[config.mk]
export PLATFORM = sky130hd
export DESIGN_NAME = imem_boot_ctrl
export DESIGN_NICKNAME = d
export VERILOG_FILES = /design/src/rtl/imem_boot_ctrl.sv
export SDC_FILE = /design/constraint.sdc
export NUM_CORES = 1
export LEC_CHECK = 0
export ABC_AREA = 0
export CORE_AREA = 2 2 67 117
export DETAILED_ROUTE_END_ITERATION = 10
export DIE_AREA = 0 0 69 119
export HOLD_SLACK_MARGIN = 0.05
export PLACE_DENSITY = 0.86
export SYNTH_ARGS = -nofsm -noshare
export SYNTH_HDL_FRONTEND = slang
export SYNTH_SLANG_ARGS = --single-unit
[constraint.sdc]
create_clock -name clk -period 7.7 [get_ports clk]
set_clock_uncertainty 0.1 [all_clocks]
set_input_delay 1.54 -clock clk [delete_from_list [all_inputs] [get_ports clk]]
set_output_delay 1.54 -clock clk [all_outputs]
set_load 0.005 [all_outputs]
[src/rtl/imem_boot_ctrl.sv]
// -----------------------------------------------------------------------------
// imem_boot_ctrl
//
// Owns the instruction memory array of a single-cycle CPU.
//   * Out of reset the whole array is zero-filled, one word per cycle.
//   * In RUN the CPU fetches combinationally: word address = cpu_pc[AW+1:2].
//   * On ld_start the array is cleared again and then a program image is
//     streamed in as bytes and packed big-endian (first byte -> [31:24]).
//   * The CPU is stalled and sees a nop (32'h0) whenever the clear/load
//     engine owns the array.
//
// Ports
//   clk, rst              rising-edge clock, asynchronous active-high reset
//   cpu_pc / cpu_inst     fetch byte address in, fetched word out
//   cpu_stall             1 = CPU must not advance its PC
//   ld_start              one-cycle pulse requesting a program (re)load
//   ld_valid/ld_ready     byte handshake; ld_byte is the data, ld_last
//                         marks the final byte of the image
//   mem_addr/mem_wdata/   array port: write on rising clk when mem_we=1,
//   mem_we/mem_rdata      read data combinational from mem_addr
//   done                  one-cycle pulse after a load completes
//   err_overflow          sticky until next ld_start: image exceeded DEPTH
//   word_count            words written by the last load
// -----------------------------------------------------------------------------
module imem_boot_ctrl #(
  parameter int DEPTH = 128,
  parameter int AW    = 7
) (
  input  logic          clk,
  input  logic          rst,
  input  logic [31:0]   cpu_pc,
  output logic [31:0]   cpu_inst,
  output logic          cpu_stall,
  input  logic          ld_start,
  input  logic          ld_valid,
  input  logic [7:0]    ld_byte,
  input  logic          ld_last,
  output logic          ld_ready,
  output logic [AW-1:0] mem_addr,
  output logic [31:0]   mem_wdata,
  output logic          mem_we,
  input  logic [31:0]   mem_rdata,
  output logic          done,
  output logic          err_overflow,
  output logic [AW:0]   word_count
);

  typedef enum logic [1:0] {ST_CLEAR, ST_RUN, ST_LOAD} state_t;

  localparam logic [AW-1:0] LAST_ADDR = AW'(DEPTH - 1);
  localparam logic [AW:0]   FULL_CNT  = (AW + 1)'(DEPTH);

  state_t        state_q, state_d;
  logic [AW-1:0] ptr_q, ptr_d;
  logic [1:0]    bc_q, bc_d;
  logic [23:0]   asm_q, asm_d;
  logic          pend_q, pend_d;
  logic          done_q, done_d;
  logic          err_q, err_d;
  logic [AW:0]   wc_q, wc_d;

  logic          we_c;
  logic [AW-1:0] addr_c;
  logic [31:0]   wdata_c;
  logic          stall_c;
  logic          ready_c;
  logic [31:0]   inst_c;

  // Only the word-index bits of the PC select a word.
  logic unused_pc;
  assign unused_pc = ^{cpu_pc[31:AW+2], cpu_pc[1:0]};

  // Left-justify the bytes gathered so far plus the current byte; a full
  // word (bc==3) is simply the concatenation.
  function automatic logic [31:0] pack_word(input logic [1:0]  bc,
                                            input logic [23:0] acc,
                                            input logic [7:0]  b);
    case (bc)
      2'd0:    pack_word = {b, 24'h0};
      2'd1:    pack_word = {acc[7:0], b, 16'h0};
      2'd2:    pack_word = {acc[15:0], b, 8'h0};
      default: pack_word = {acc, b};
    endcase
  endfunction

  always_ff @(posedge clk or posedge rst) begin
    if (rst) begin
      state_q <= ST_CLEAR;
      ptr_q   <= '0;
      bc_q    <= '0;
      asm_q   <= '0;
      pend_q  <= 1'b0;
      done_q  <= 1'b0;
      err_q   <= 1'b0;
      wc_q    <= '0;
    end else begin
      state_q <= state_d;
      ptr_q   <= ptr_d;
      bc_q    <= bc_d;
      asm_q   <= asm_d;
      pend_q  <= pend_d;
      done_q  <= done_d;
      err_q   <= err_d;
      wc_q    <= wc_d;
    end
  end

  always_comb begin
    state_d = state_q;
    ptr_d   = ptr_q;
    bc_d    = bc_q;
    asm_d   = asm_q;
    pend_d  = pend_q;
    done_d  = 1'b0;
    err_d   = err_q;
    wc_d    = wc_q;
    we_c    = 1'b0;
    addr_c  = ptr_q;
    wdata_c = 32'h0;
    stall_c = 1'b1;
    ready_c = 1'b0;
    inst_c  = 32'h0;

    case (state_q)
      ST_CLEAR: begin
        we_c  = 1'b1;
        ptr_d = ptr_q + 1'b1;
        // A request arriving mid-clear is remembered, never restarts the clear.
        if (ld_start) pend_d = 1'b1;
        if (ptr_q == LAST_ADDR) begin
          ptr_d   = '0;
          state_d = (pend_q || ld_start) ? ST_LOAD : ST_RUN;
        end
      end

      ST_RUN: begin
        addr_c  = cpu_pc[AW+1:2];
        inst_c  = mem_rdata;
        stall_c = 1'b0;
        if (ld_start) begin
          state_d = ST_CLEAR;
          pend_d  = 1'b1;
          err_d   = 1'b0;
          wc_d    = '0;
          ptr_d   = '0;
          bc_d    = '0;
        end
      end

      ST_LOAD: begin
        ready_c = 1'b1;
        if (ld_valid) begin
          if (wc_q == FULL_CNT) begin
            // Array full: drop the byte but keep consuming until ld_last.
            err_d = 1'b1;
          end else if (bc_q == 2'd3 || ld_last) begin
            we_c    = 1'b1;
            wdata_c = pack_word(bc_q, asm_q, ld_byte);
            ptr_d   = ptr_q + 1'b1;
            wc_d    = wc_q + 1'b1;
            bc_d    = '0;
          end else begin
            asm_d = {asm_q[15:0], ld_byte};
            bc_d  = bc_q + 1'b1;
          end
          if (ld_last) begin
            state_d = ST_RUN;
            done_d  = 1'b1;
            pend_d  = 1'b0;
            bc_d    = '0;
            ptr_d   = '0;
          end
        end
      end

      default: begin
        state_d = ST_CLEAR;
        ptr_d   = '0;
      end
    endcase
  end

  // Reset forces the array port and CPU interface quiet immediately,
  // without waiting for a clock edge.
  assign mem_we       = we_c & ~rst;
  assign mem_addr     = addr_c;
  assign mem_wdata    = wdata_c;
  assign cpu_stall    = stall_c | rst;
  assign ld_ready     = ready_c & ~rst;
  assign cpu_inst     = rst ? 32'h0 : inst_c;
  assign done         = done_q;
  assign err_overflow = err_q;
  assign word_count   = wc_q;

endmodule
Word level (Yosys, flattened, before mapping)
Cells that the tools add are included.
- input bits: 77
- register bits: 46
- output and inout bits: 84
- bitwise gates (word level): 6
- equal/unequal tests: 17
- reduce and logical (&&, ||, !) cells: 14
- muxes and demuxes: 48
- add/sub/neg operators: 3
- operators with widths (kind ; count):
    2-to-1 mux 32 bit ; 6
    case mux 32 bit (3 select lines) ; 1
    2-to-1 mux 7 bit ; 7
    2-to-1 mux 8 bit ; 4
    AND reduction 4 bit ; 6
    case mux 7 bit (3 select lines) ; 1
    2-to-1 mux 2 bit ; 9
    case mux 8 bit (2 select lines) ; 1
    2-to-1 mux 1 bit ; 14
    inequality test 2 bit, second input constant ; 7
    adder 8 x 1 -> 8 bit, second input constant ; 1
    equality test 8 bit, second input constant ; 1
    adder 7 x 1 -> 7 bit, second input constant ; 1
    equality test 7 bit, second input constant ; 1
    equality test 2 bit, second input constant ; 3
    inequality test 3 bit, second input constant ; 2
    case mux 1 bit (2 select lines) ; 3
    case mux 2 bit (3 select lines) ; 1
    AND reduction 5 bit ; 1
    equality test 2 x 1 -> 1 bit, second input constant ; 2
    zero test 2 bit ; 2
    case mux 2 bit (2 select lines) ; 1
    nonzero test 2 bit ; 2
    inverter 1 bit ; 3
    other kinds (6) ; 8

Depth between registers and ports, before layout
- depth after elaboration: 7
- depth in mapped cells: 7
- gate-level depth less buffers: 6

Worst setup path after synthesis
Ideal clock, no wire load.
- path kind: in2out
- start point: input port rst
- end point: output port cpu_inst[22]
- stages on the path: 3
- required time: 6060 ps
- arrival: 3487 ps
- slack: 2573 ps
- path buffers: 1
- cell sequence: inv_1 -> clkbuf_1 -> and3_1
- longest elaborated chain between the ends: 1
- ends and longest elaborated chain (item ; RTL line ; text):
    start: declaration ; 30 ; input logic rst,
    2-to-1 mux 32 bit ; 190 ; assign cpu_inst = rst ? 32'h0 : inst_c;
    end: declaration ; 32 ; output logic [31:0] cpu_inst,
Every way passes these cells.

Worst setup path in the final report
- start point: input port ld_last
- end point: output port mem_we
- longest elaborated chain between the ends: 6
- ends and longest elaborated chain (item ; RTL line ; text):
    start: declaration ; 37 ; input logic ld_last,
    logical OR 1 bit ; 156 ; end else if (bc_q == 2'd3 || ld_last) begin
    2-to-1 mux 1 bit ; 156 ;
    2-to-1 mux 1 bit ; 153 ; if (wc_q == FULL_CNT) begin
    2-to-1 mux 1 bit ; 152 ; if (ld_valid) begin
    case mux 1 bit (2 select lines) ; 124 ; case (state_q)
    bitwise AND 1 bit ; 185 ; assign mem_we = we_c & ~rst;
    end: declaration ; 41 ; output logic mem_we,
Every way passes these cells.

==> summary.md <==
| Metric | Value |
|---|---|
| Final wirelength | 8747 um |
| Syn Nets | 453 |
| Resized cells post-CTS | 0 |
| RSZ-0062 raised after global routing | no |
| PwrDens | 276.2 nW/um^2 |
| Finished Layout Cells | 575 |
| LEAKAGE | 1.961 nW |
| # diodes | 0 |
| CP most frequent cell | clkdlybuf4s50_1 |
| Post-synth top cells | nor2_1, dfrtp_1, nand2_1 |
| Layout cells sized above 1 | 0.04928 |
| Die W | 69 um |
| Mapped Cells | 369 |
| Post-Synth XOR/XNOR Area | 0.002802 |
| Vias in the first global route | 3186 |
| Max-slew violations | 0 |
| Total GRT Usage | 0.2166 |
| Mapped cell area | 3125 um^2 |
| Initial antenna violation count | 0 |
| Largest net degree at the start of global routing | 52 |
| # Post-CTS Setup Buffers | 0 |
| Final setup violation count | 0 |
| Hold Violations, Final | 0 |
| Drt pass-1 iters | 5 |
| Count of buffers from port buffering | 135 |
| Synth Area per Inst | 8.470 um^2 |
| WHS Endpoint | asm_q[22] |
| Number of synthesis warnings | 0 |
| Clock tree buffer depth | 2 |
| Path type of the worst setup path | primary input to output pin |
| Tightest Pin Transition | 1164 ps |
| Mux share of post-synthesis cell area | 0.09327 |
| R2r endpoint | word_count[4] |
| Wire length per cell | 15.21 um |
| Biggest cell delay along the critical path | 680 ps |
| CTS tree | built |
| Antenna-violating nets left | 0 |
| Die area | 8211 um^2 |
| Max FO, Critical Path | 35 |
| Largest family of logic cells by synthesized area | simple AND/OR/NAND/NOR gates |
| Worst endpoint data arrival time | 3920 ps |
| Synth-to-Final Area Change | 48.92% |
| Largest area contributor in the netlist | dfrtp_1 |
| Final RePlAce weighted congestion | 0.8225 |
| H-tree levels | 2 |
| Unique cell type count in the Yosys netlist | 50 |
| Starting Density | 0.4248 |
| Crit-path cells | clkdlybuf4s50_1 -> nor2_1 -> a211o_1 -> a211oi_1 -> clkdlybuf4s50_1 |
| Simple logic cell fraction of the synthesized area | 0.2662 |
| Comb pwr share | 0.464 |
| FF-to-FF Start | word_count[0] |
| Setup WS pre-CTS | 2162 ps |
| Ports | 161 |
| DR vias | 3241 |
| CP required | 6060 ps |
| Hold buffer count at CTS | 0 |
| Worst setup EP type | output pin |
| Clk Tree Root Cell | clkbuf_16 |
| GRT overflow | 0 |
| Area post-placement | 4488 um^2 |
| Most common cell in the netlist | nor2_1 |
| Fin crit period | 5557 ps |
| Core area | 7357 um^2 |
| Top_reg_cell synth | dfrtp_1 |
| DRT iter0 DRCs | 208 |
| Hold/Removal Path Class | flip-flop to flip-flop |
| Period utilization | 0.7217 |
| Status | finished clean |
| Final HPWL from detailed placement | 6793 um |
| Layout net count | 570 |
| Max-slew headroom | 0.2206 |
| Max Cap Viol | 0 |
| CP Launch Type | primary input |
| Cts bufs inserted | 5 |
| FF+latch count, synth | 46 |
| FF-to-FF setup slack | 5250 ps |
| Placed insts | 567 |
| Reg2Reg Depth | 6 |
| Post-Synth Adder-Cell Area | 0.02802 |
| Setup_tns | 0 ps |
| Synth Area in Compound Gates | 0.1849 |
| Final instance area | 4654 um^2 |
| Switching Share | 0.3784 |
| Post-synthesis sequential area ratio | 0.3683 |
| F_max | 179.9 MHz |
| Slowest CP cell | a211o_1 |
| Hold path cells | 1 |
| Share of power burned in registers | 0.348 |
| Largest cells by area after synthesis | dfrtp_1, mux2_1, and3_1 |
| Rows | 42 |
| DRC errors left | 0 |
| Final worst slack | 2143 ps |
| Post-synth EDFFs | 0 |
| Asr flop ratio synth | 1.000 |
| Clock Sinks | 46 |
| Clock share of power | 0.187 |
| Int Power | 799.1 uW |
| Die height | 119 um |
| Hold_sp | asm_q[22] |
| Max VDD drop | 0.1304 mV |
| Psw | 486.5 uW |
| Detailed-route vias per instance | 5.637 |
| First-pass GRT wire length | 14640 um |
| Share of the synthesized area in the top cell type | 0.3683 |
| Clk slew on worst S/H paths | 60 ps |
| Setup crit start | ld_last |
| Clk Latency, worst-skew pair | 290 ps |
==> worst max-delay path: cells and delay by family <==
family                 cells  cell delay, ps
AOI/OAI and AO/OA          2            1080
and+or+nand+nor            1             120
buffers and inverters      2            1170
==> power by group through the flow <==
| stage | sequential [mW] | clock [mW] | combinational, mW |
|---|---|---|---|
| after global routing | 0.464 | 0.260 | 0.665 |
| final | 0.448 | 0.241 | 0.597 |
| after CTS | 0.446 | 0.249 | 0.601 |
| after global placement | 0.440 | 0 | 0.576 |
| after floorplan | 0.414 | 0 | 0.403 |
| after detailed placement | 0.450 | 0 | 0.598 |
==> cell type report <==
cell class              count  area [um^2]
clock inverters             2        37.54
flip-flops and latches     46         1151
clock buffers               6        128.9
repair buffers            138         1374
fillers                   638         2703
inverters                  14        52.55
well taps                  88        110.1
multi-input cells         281         1800
==> placed cells by master (no fill, tap or decap), drive strengths merged, types with 9 or more instances in the layout <==
cell type and instances:
mux2 25, clkdlybuf4s50 135, and2 9, nor2 52, inv 14, nand2 34, dfrtp 46, o21ai 14
and3 32, a21oi 31
==> metal layers <==
metal / wire length, um / vias to the layer above / global-route usage
li1: - / 1560 / -
met1: 3084 / 1503 / 0.2135
met2: 4789 / 165 / 0.4207
met3: 708 / 13 / 0.05668
met4: 164 / 0 / 0.07966
met5: 0 / - / 0
==> logic make-up after synthesis <==
family | after synthesis
buf+inv | 42
fa+ha+maj | 7
compound gates | 86
flops | 46
mux | 26
xor+xnor | 1
simple gates | 161
==> stage by stage <==
stage          hold WS [ps]  power, mW    util
2_1_floorplan         358.4     0.8175       -
3_3_place_gp          366.9      1.016  0.6100
3_5_place_dp          386.1      1.048  0.6100
4_1_cts               400.4      1.296  0.6327
5_1_grt               411.3      1.389  0.6327
6_report              402.6      1.286  0.6327
==> sequential cells by signal, summed over array words and instances (netlist names) <==
register,cells
err_overflow,1
state_q,2
asm_q,24
done,1
ptr_q,7
word_count,8
bc_q,2
pend_q,1
==> worst max path at each step <==
| stage | to | depth (start not counted) | slack (ps) |
|---|---|---|---|
| finish | mem_we | 5 | 2140 |
| detailed placement | mem_we | 5 | 2160 |
| global placement | mem_we | 5 | 2140 |
| CTS | mem_we | 5 | 2130 |
| global route | mem_we | 5 | 1960 |
| floorplan | cpu_inst[22] | 3 | 2570 |
Note: power is estimated with default switching activity, not from simulation.
